--- src/rtl/cordic_phase_gen_pkg.sv ---
// Shared definitions for the cordic_phase_gen NCO front end: register map,
// CTRL bit positions, FSM state type and default widths.
package cordic_pkg;

  localparam int PHASE_W = 32;
  localparam int DIV_W   = 16;

  // Configuration register addresses
  localparam logic [2:0] ADDR_FREQ      = 3'd0;
  localparam logic [2:0] ADDR_PHASE_OFS = 3'd1;
  localparam logic [2:0] ADDR_DIV       = 3'd2;
  localparam logic [2:0] ADDR_CTRL      = 3'd3;
  localparam logic [2:0] ADDR_STEP      = 3'd4;
  localparam logic [2:0] ADDR_FREQ_STOP = 3'd5;

  // CTRL register bits
  localparam int CTRL_EN_BIT  = 0;
  localparam int CTRL_CLR_BIT = 1;

  typedef enum logic {
    IDLE = 1'b0,
    RUN  = 1'b1
  } phase_state_e;

endpackage

--- src/rtl/cordic_phase_gen_if.sv ---
// Angle stream from the NCO to the combinational cos_CORDIC stage.
//
// Handshake: a sample transfers on any rising edge where angle_valid and
// angle_ready are both high. The master holds angle stable and keeps
// angle_valid high until the transfer; the slave may assert angle_ready at
// any time, independently of angle_valid.
interface cordic_phase_gen_if #(
  parameter int PHASE_W = cordic_pkg::PHASE_W
);
  logic [PHASE_W-1:0] angle;
  logic               angle_valid;
  logic               angle_ready;

  modport master (output angle, output angle_valid, input angle_ready);
  modport slave  (input angle, input angle_valid, output angle_ready);
endinterface

--- src/rtl/cordic_tick_div.sv ---
// Sample-rate divider: produces a registered one-cycle tick every DIV+1
// enabled cycles. Counter and tick are cleared whenever the block is not
// enabled, so every RUN entry starts counting from zero.
module cordic_tick_div #(
  parameter int DIV_W = cordic_pkg::DIV_W
) (
  input  logic             clk,
  input  logic             rst_n,
  input  logic             en_i,
  input  logic [DIV_W-1:0] div_i,
  output logic             tick_o
);

  logic [DIV_W-1:0] cnt_q, cnt_d;
  logic             tick_q, tick_d;

  // Next count: wrap to zero and raise tick when the count reaches DIV
  always_comb begin
    cnt_d  = '0;
    tick_d = 1'b0;
    if (en_i) begin
      if (cnt_q == div_i) begin
        tick_d = 1'b1;
      end else begin
        cnt_d = cnt_q + DIV_W'(1);
      end
    end
  end

  // Counter and tick registers
  always_ff @(posedge clk or negedge rst_n) begin
    if (!rst_n) begin
      cnt_q  <= '0;
      tick_q <= 1'b0;
    end else begin
      cnt_q  <= cnt_d;
      tick_q <= tick_d;
    end
  end

  assign tick_o = tick_q;

endmodule

--- src/rtl/cordic_phase_gen.sv ---
// Phase accumulator (NCO) feeding cos_CORDIC with one registered binary
// angle per sample tick over a valid/ready stream.
// Optional feature macro: CORDIC_PHASE_SWEEP_EN (linear frequency chirp
// using the STEP and FREQ_STOP registers).
module cordic_phase_gen #(
  parameter int PHASE_W = cordic_pkg::PHASE_W,
  parameter int DIV_W   = cordic_pkg::DIV_W
) (
  input  logic                     clock,
  input  logic                     reset_n,
  input  logic                     cfg_we,
  input  logic [2:0]               cfg_addr,
  input  logic [31:0]              cfg_wdata,
  cordic_phase_gen_if.master       out_if,
  output logic                     running,
  output logic                     overrun,
  output cordic_pkg::phase_state_e dbg_state
);

  import cordic_pkg::*;

  phase_state_e       state_q, state_d;
  logic [PHASE_W-1:0] freq_q, phase_ofs_q, acc_q, acc_d, angle_q, angle_d;
  logic [DIV_W-1:0]   div_q;
  logic               valid_q, valid_d, overrun_q, overrun_d;
  logic [PHASE_W-1:0] freq_cur, acc_base;
  logic               ctrl_we, ctrl_en, ctrl_clr, tick_raw, tick, out_free;

  assign ctrl_we  = cfg_we && (cfg_addr == ADDR_CTRL);
  assign ctrl_en  = cfg_wdata[CTRL_EN_BIT];
  assign ctrl_clr = cfg_wdata[CTRL_CLR_BIT];

  // Configuration registers
  always_ff @(posedge clock or negedge reset_n) begin
    if (!reset_n) begin
      freq_q      <= '0;
      phase_ofs_q <= '0;
      div_q       <= '0;
    end else if (cfg_we) begin
      case (cfg_addr)
        ADDR_FREQ:      freq_q      <= cfg_wdata[PHASE_W-1:0];
        ADDR_PHASE_OFS: phase_ofs_q <= cfg_wdata[PHASE_W-1:0];
        ADDR_DIV:       div_q       <= cfg_wdata[DIV_W-1:0];
        default: ;
      endcase
    end
  end

`ifdef CORDIC_PHASE_SWEEP_EN
  logic [PHASE_W-1:0] step_q, freq_stop_q, freq_cur_q;
  logic [PHASE_W:0]   sweep_sum;

  assign sweep_sum = {1'b0, freq_cur_q} + {1'b0, step_q};
  assign freq_cur  = freq_cur_q;

  // Chirp registers; a FREQ write restarts the sweep from the new start
  always_ff @(posedge clock or negedge reset_n) begin
    if (!reset_n) begin
      step_q      <= '0;
      freq_stop_q <= '0;
      freq_cur_q  <= '0;
    end else begin
      if (cfg_we && cfg_addr == ADDR_STEP)      step_q      <= cfg_wdata[PHASE_W-1:0];
      if (cfg_we && cfg_addr == ADDR_FREQ_STOP) freq_stop_q <= cfg_wdata[PHASE_W-1:0];
      if (cfg_we && cfg_addr == ADDR_FREQ) begin
        freq_cur_q <= cfg_wdata[PHASE_W-1:0];
      end else if (tick) begin
        freq_cur_q <= (sweep_sum > {1'b0, freq_stop_q}) ? freq_q : sweep_sum[PHASE_W-1:0];
      end
    end
  end
`else
  assign freq_cur = freq_q;
`endif

  // FSM next state: only a CTRL write moves between IDLE and RUN
  always_comb begin
    state_d = state_q;
    if (ctrl_we) begin
      state_d = ctrl_en ? RUN : IDLE;
    end
  end

  // FSM state register
  always_ff @(posedge clock or negedge reset_n) begin
    if (!reset_n) state_q <= IDLE;
    else          state_q <= state_d;
  end

  cordic_tick_div #(.DIV_W(DIV_W)) u_tick_div (
    .clk    (clock),
    .rst_n  (reset_n),
    .en_i   (state_q == RUN),
    .div_i  (div_q),
    .tick_o (tick_raw)
  );

  // A tick registered in the last RUN cycle must not fire once in IDLE
  assign tick     = tick_raw && (state_q == RUN);
  assign out_free = !valid_q || out_if.angle_ready;

  // clear_phase makes this cycle's phase zero; a coincident tick then emits
  // PHASE_OFS and advances from zero, keeping the next sample at OFS+FREQ.
  assign acc_base = (ctrl_we && ctrl_clr) ? '0 : acc_q;

  // Accumulator, output sample and overrun next-state
  always_comb begin
    acc_d     = acc_q;
    angle_d   = angle_q;
    valid_d   = valid_q;
    overrun_d = overrun_q;
    if (valid_q && out_if.angle_ready) valid_d = 1'b0;
    if (ctrl_we && ctrl_clr) acc_d = '0;
    if (tick) begin
      acc_d = acc_base + freq_cur;
      if (out_free) begin
        angle_d = acc_base + phase_ofs_q;
        valid_d = 1'b1;
      end else begin
        overrun_d = 1'b1;
      end
    end
    if (ctrl_we) overrun_d = 1'b0;
    if (state_d == IDLE) valid_d = 1'b0;
  end

  // Datapath registers
  always_ff @(posedge clock or negedge reset_n) begin
    if (!reset_n) begin
      acc_q     <= '0;
      angle_q   <= '0;
      valid_q   <= 1'b0;
      overrun_q <= 1'b0;
    end else begin
      acc_q     <= acc_d;
      angle_q   <= angle_d;
      valid_q   <= valid_d;
      overrun_q <= overrun_d;
    end
  end

  assign out_if.angle       = angle_q;
  assign out_if.angle_valid = valid_q;
  assign running            = (state_q == RUN);
  assign overrun            = overrun_q;
  assign dbg_state          = state_q;

endmodule
--- src/flat_wrapper.sv ---
// flat-port wrapper written by rule: the top's interface ports become plain ports
module cordic_phase_gen_flat import cordic_pkg::*;
#(
  parameter int PHASE_W = cordic_pkg::PHASE_W,
  parameter int DIV_W   = cordic_pkg::DIV_W
)
  (clock, reset_n, cfg_we, cfg_addr, cfg_wdata, running, overrun, dbg_state, out_if_angle, out_if_angle_valid, out_if_angle_ready);
  cordic_phase_gen_if #(.PHASE_W(PHASE_W)) out_if_i ();
  input  logic clock;
  input  logic reset_n;
  input  logic cfg_we;
  input  logic [2:0] cfg_addr;
  input  logic [31:0] cfg_wdata;
  output logic running;
  output logic overrun;
  output cordic_pkg::phase_state_e dbg_state;
  output wire logic [$bits(out_if_i.angle)-1:0] out_if_angle;
  output wire logic [$bits(out_if_i.angle_valid)-1:0] out_if_angle_valid;
  input wire logic [$bits(out_if_i.angle_ready)-1:0] out_if_angle_ready;
  assign out_if_angle = out_if_i.angle;
  assign out_if_angle_valid = out_if_i.angle_valid;
  assign out_if_i.angle_ready = out_if_angle_ready;
  cordic_phase_gen #(.PHASE_W(PHASE_W), .DIV_W(DIV_W)) u_core (.clock(clock), .reset_n(reset_n), .cfg_we(cfg_we), .cfg_addr(cfg_addr), .cfg_wdata(cfg_wdata), .out_if(out_if_i), .running(running), .overrun(overrun), .dbg_state(dbg_state));
endmodule
--- config.mk ---
export PLATFORM = sky130hd
export DESIGN_NAME = cordic_phase_gen_flat
export DESIGN_NICKNAME = d
export VERILOG_FILES = /design/src/rtl/cordic_phase_gen_pkg.sv /design/src/rtl/cordic_phase_gen_if.sv /design/src/rtl/cordic_tick_div.sv /design/src/rtl/cordic_phase_gen.sv /design/src/flat_wrapper.sv
export SDC_FILE = /design/constraint.sdc
export NUM_CORES = 1
export LEC_CHECK = 0
export BUFFER_PORTS_ARGS = -buffer_cell sky130_fd_sc_hd__buf_2
export CORE_UTILIZATION = 50
export DETAILED_ROUTE_END_ITERATION = 16
export GPL_TIMING_DRIVEN = 0
export PLACE_DENSITY_LB_ADDON = 0.12
export SLEW_MARGIN = 20
export SYNTH_ARGS = -nofsm -noshare
export SYNTH_HDL_FRONTEND = slang
export SYNTH_SLANG_ARGS = --single-unit
--- constraint.sdc ---
create_clock -name clock -period 4.15 [get_ports clock]
set_clock_uncertainty 0.05 [all_clocks]
set_input_delay 0.2075 -clock clock [delete_from_list [all_inputs] [get_ports clock]]
set_output_delay 0.2075 -clock clock [all_outputs]
set_load 0.1 [all_outputs]
==> summary.md <==
| Metric | Value |
|---|---|
| Post-synth EDFFs | `0` |
| Hold WS | `0.0204 ns` |
| Post-synth ARST share | `100%` |
| Post-synth net total | `1504` |
| Fin cells | `1908` |
| Most common cell after layout, fill and taps aside | `nand2_1` |
| CTS Buf Count | `17` |
| Largest net degree at the start of global routing | `86` |
| Worst vdd ir | `0.480 mV` |
| Post-route DRC violation count | `0` |
| GRT Total Usage | `32.8%` |
| Crit path max-delay family | `compound AO/OA/AOI/OAI gates` |
| Vert. Die Dim | `157 µm` |
| Layout area overhead | `16.7%` |
| Worst-path cell chain | `buf_2, and4b_4, nand2_8, buf_12, clkbuf_8, clkbuf_16, and2_4, ha_2, maj3_2, maj3_2, a211o_1, o211ai_4, o21ai_4, a221oi_4, o21ai_1, nor2_2, o21ai_1, xor2_1, mux2_2` |
| Crit path depth | `19` |
| Final worst path period need | `4.07 ns` |
| Crit path max fanout | `10` |
| Total chip power | `8.50 mW` |
| Layout cell share with drive strength beyond 1 | `14.8%` |
| Vias/cell | `6.12` |
| Critical Path RT | `4.44 ns` |
| Post-Syn Area per Cell | `8.34 µm²` |
| Dpl ws | `-1.56 ns` |
| Post-synth cell types | `79` |
| Clock transition at path regs | `0.07 ns` |
| TritonCTS clock tree | `yes` |
| Worst hold start | `cfg_wdata[11]` |
| Max-slew violations | `0` |
| Fill cells | `2200` |
| ANT nets after route | `0` |
| Ant diodes | `0` |
| Chip width | `157 µm` |
| Initial DRC count | `1300` |
| Post-layout util | `59.8%` |
| Worst R2R Start | `u_core.acc_q[1]$_DFF_PN0_` |
| Yosys warnings | `0` |
| H-tree depth | `4` |
| Main synth FF type | `dfrtp_1` |
| Final setup violation count | `0` |
| Pre-Repair DR Iteration Count | `6` |
| Root Driver | `clkbuf_16` |
| Hold Path Depth | `3` |
| Crit Path Category | `input pin to register` |
| GP Congestion | `0.983` |
| I/O pin total | `75` |
| Nets | `1634` |
| Setup ws final | `0.0767 ns` |
| First-pass GRT wire length | `61100 µm` |
| Worst path slowest cell | `and4b_4` |
| Vias in the first global route | `10900` |
| Starting density of the core | `51.2%` |
| Sequential share of the synthesized area | `34.0%` |
| Synthesized instance count | `1446` |
| Final non-filler cell area | `0.0141 mm²` |
| WP data arrival | `4.36 ns` |
| Std-Cell Rows | `56` |
| Fin Setup TNS | `0 ns` |
| CP max stage delay | `0.40 ns` |
| Vias | `11700` |
| FF+latch count, synth | `164` |
| Die ar. | `0.0247 mm²` |
| Maxcap violations | `0` |
| Final WL | `39500 µm` |
| Hold Crit Class | `input pin to register` |
| Port buffer count | `74` |
| GRT overflow | `0` |
| DP Area | `0.0129 mm²` |
| Core area | `0.0235 mm²` |
| Clock Path Buffers | `2` |
| Max frequency | `246 MHz` |
| Final Hold Viols | `0` |
| Placed insts | `1840` |
| PD cells | `604 mW/mm²` |
| CTS sink cnt | `164` |
| Crit end category | `register` |
| Final Cycle Share | `98.2%` |
| Worst setup startpoint | `cfg_addr[2]` |
| Routed len/inst | `20.7 µm` |
| Worst r2r path cells | `15` |
| Worst path bufs/invs | `4` |
| Storage cell area | `0.00410 mm²` |
| Area occupied by multi-input gates | `0.00747 mm²` |
| Mapped Area | `0.0121 mm²` |
| Measured slew at the worst slew-check pin | `1.10 ns` |
| Outcome | `finished, final reports clean` |
| Commonest cells after routing, fill and taps aside | `nand2_1, dfrtp_1, nor2_1` |
| Leakage power | `5.90 nW` |
| Post-DP HPWL | `28000 µm` |
| Clock Latency Late Sink | `0.45 ns` |
| Antenna violations before repair | `0` |
| Startpoint Class | `input pin` |
| Rel. slew slack | `26.9%` |
==> worst min-delay path, cell delays in order <==
cell     delay (ns)
buf_2          0.15
nand2_1        0.06
o21ai_0        0.06
==> flip-flops by register name (all words and copies together) (netlist names) <==
register,count
u_core.div_q,16
u_core.u_tick_div.tick_o,1
u_core.phase_ofs_q,32
u_core.out_if.angle,32
u_core.overrun,1
u_core.freq_cur,32
u_core.out_if.angle_valid,1
u_core.acc_q,32
u_core.u_tick_div.cnt_q,16
u_core.dbg_state,1
==> Yosys cell counts, types with 5 or more instances <==
cell | number | share of area, %
buf_2 | 16 | 0.66
or3_1 | 6 | 0.31
ha_1 | 19 | 2.0
a31oi_1 | 64 | 3.3
o21ai_1 | 58 | 2.4
dfrtp_1 | 164 | 34
mux2_2 | 45 | 4.2
o21ai_0 | 70 | 2.9
nor4_1 | 8 | 0.42
nand2_1 | 172 | 5.4
clkbuf_1 | 90 | 2.8
a211oi_1 | 7 | 0.44
maj3_1 | 29 | 2.4
and3_1 | 10 | 0.52
nand2b_1 | 7 | 0.36
a21o_1 | 11 | 0.69
xnor2_1 | 89 | 6.5
inv_1 | 46 | 1.4
o22ai_1 | 12 | 0.62
a21oi_1 | 96 | 4.0
and4_1 | 5 | 0.36
nor4b_1 | 14 | 1.0
xor2_1 | 75 | 5.4
nor4bb_1 | 22 | 1.8
a211o_1 | 5 | 0.36
buf_1 | 11 | 0.34
nand3_1 | 33 | 1.4
o32ai_1 | 34 | 2.5
nor2_1 | 107 | 3.3
o211ai_1 | 7 | 0.44
and2_1 | 17 | 0.88
==> worst paths after layout <==
kind	end	slack (ns)
min in group asynchronous	u_core.out_if.angle[19]$_DFFE_PN0P_	0.30
max	u_core.acc_q[29]$_DFF_PN0_	0.08
min	u_core.freq_cur[11]$_DFFE_PN0P_	0.02
max reg2reg	u_core.out_if.angle[26]$_DFFE_PN0P_	0.54
max in group asynchronous	u_core.phase_ofs_q[3]$_DFFE_PN0P_	2.89
min reg2reg	u_core.out_if.angle[4]$_DFFE_PN0P_	0.42
==> layout make-up <==
| cell class | count | share of cell area, % |
|---|---|---|
| flip-flops and latches | 164 | 29.2 |
| well taps | 319 | 2.84 |
| clock inverters | 15 | 1.16 |
| multi-input cells | 1109 | 53.1 |
| plain buffers | 122 | 4.03 |
| repair buffers | 112 | 5.32 |
| clock buffers | 17 | 3.02 |
| inverters | 50 | 1.33 |
==> metal layers <==
metal | track usage (%) | part of all wire, % | routed length [µm]
met4 | 13.6 | 3.9 | 1520
met2 | 48.3 | 42 | 16700
met1 | 45.5 | 44 | 17600
met5 | 0 | 0 | 0
met3 | 8.40 | 9.4 | 3730
==> where the power goes <==
part / total [mW] / switching (mW) / internal (mW)
registers: 2.20 / 0.241 / 1.96
clock network: 1.65 / 0.790 / 0.858
logic: 4.65 / 3.14 / 1.51
total: 8.50 / 4.17 / 4.33
==> kinds of logic (layout without fill, tap and decap cells) <==
family	count (synthesis)	in the layout	synth area share, %
compound gates	430	430	22.6
xor+xnor	164	164	11.9
fa+ha+maj	50	50	4.57
buf+inv	173	316	5.75
flops	164	164	34.0
mux	45	45	4.20
simple gates	420	420	16.9
==> timing repair <==
action	in CTS	in global routing
resized for setup	36	10
buffers inserted	6	6
pin swaps	8	17
endpoints found under the setup margin	41	11
hold buffers	25	0
hold endpoints to repair	129	0
Note: power is estimated with default switching activity, not from simulation.
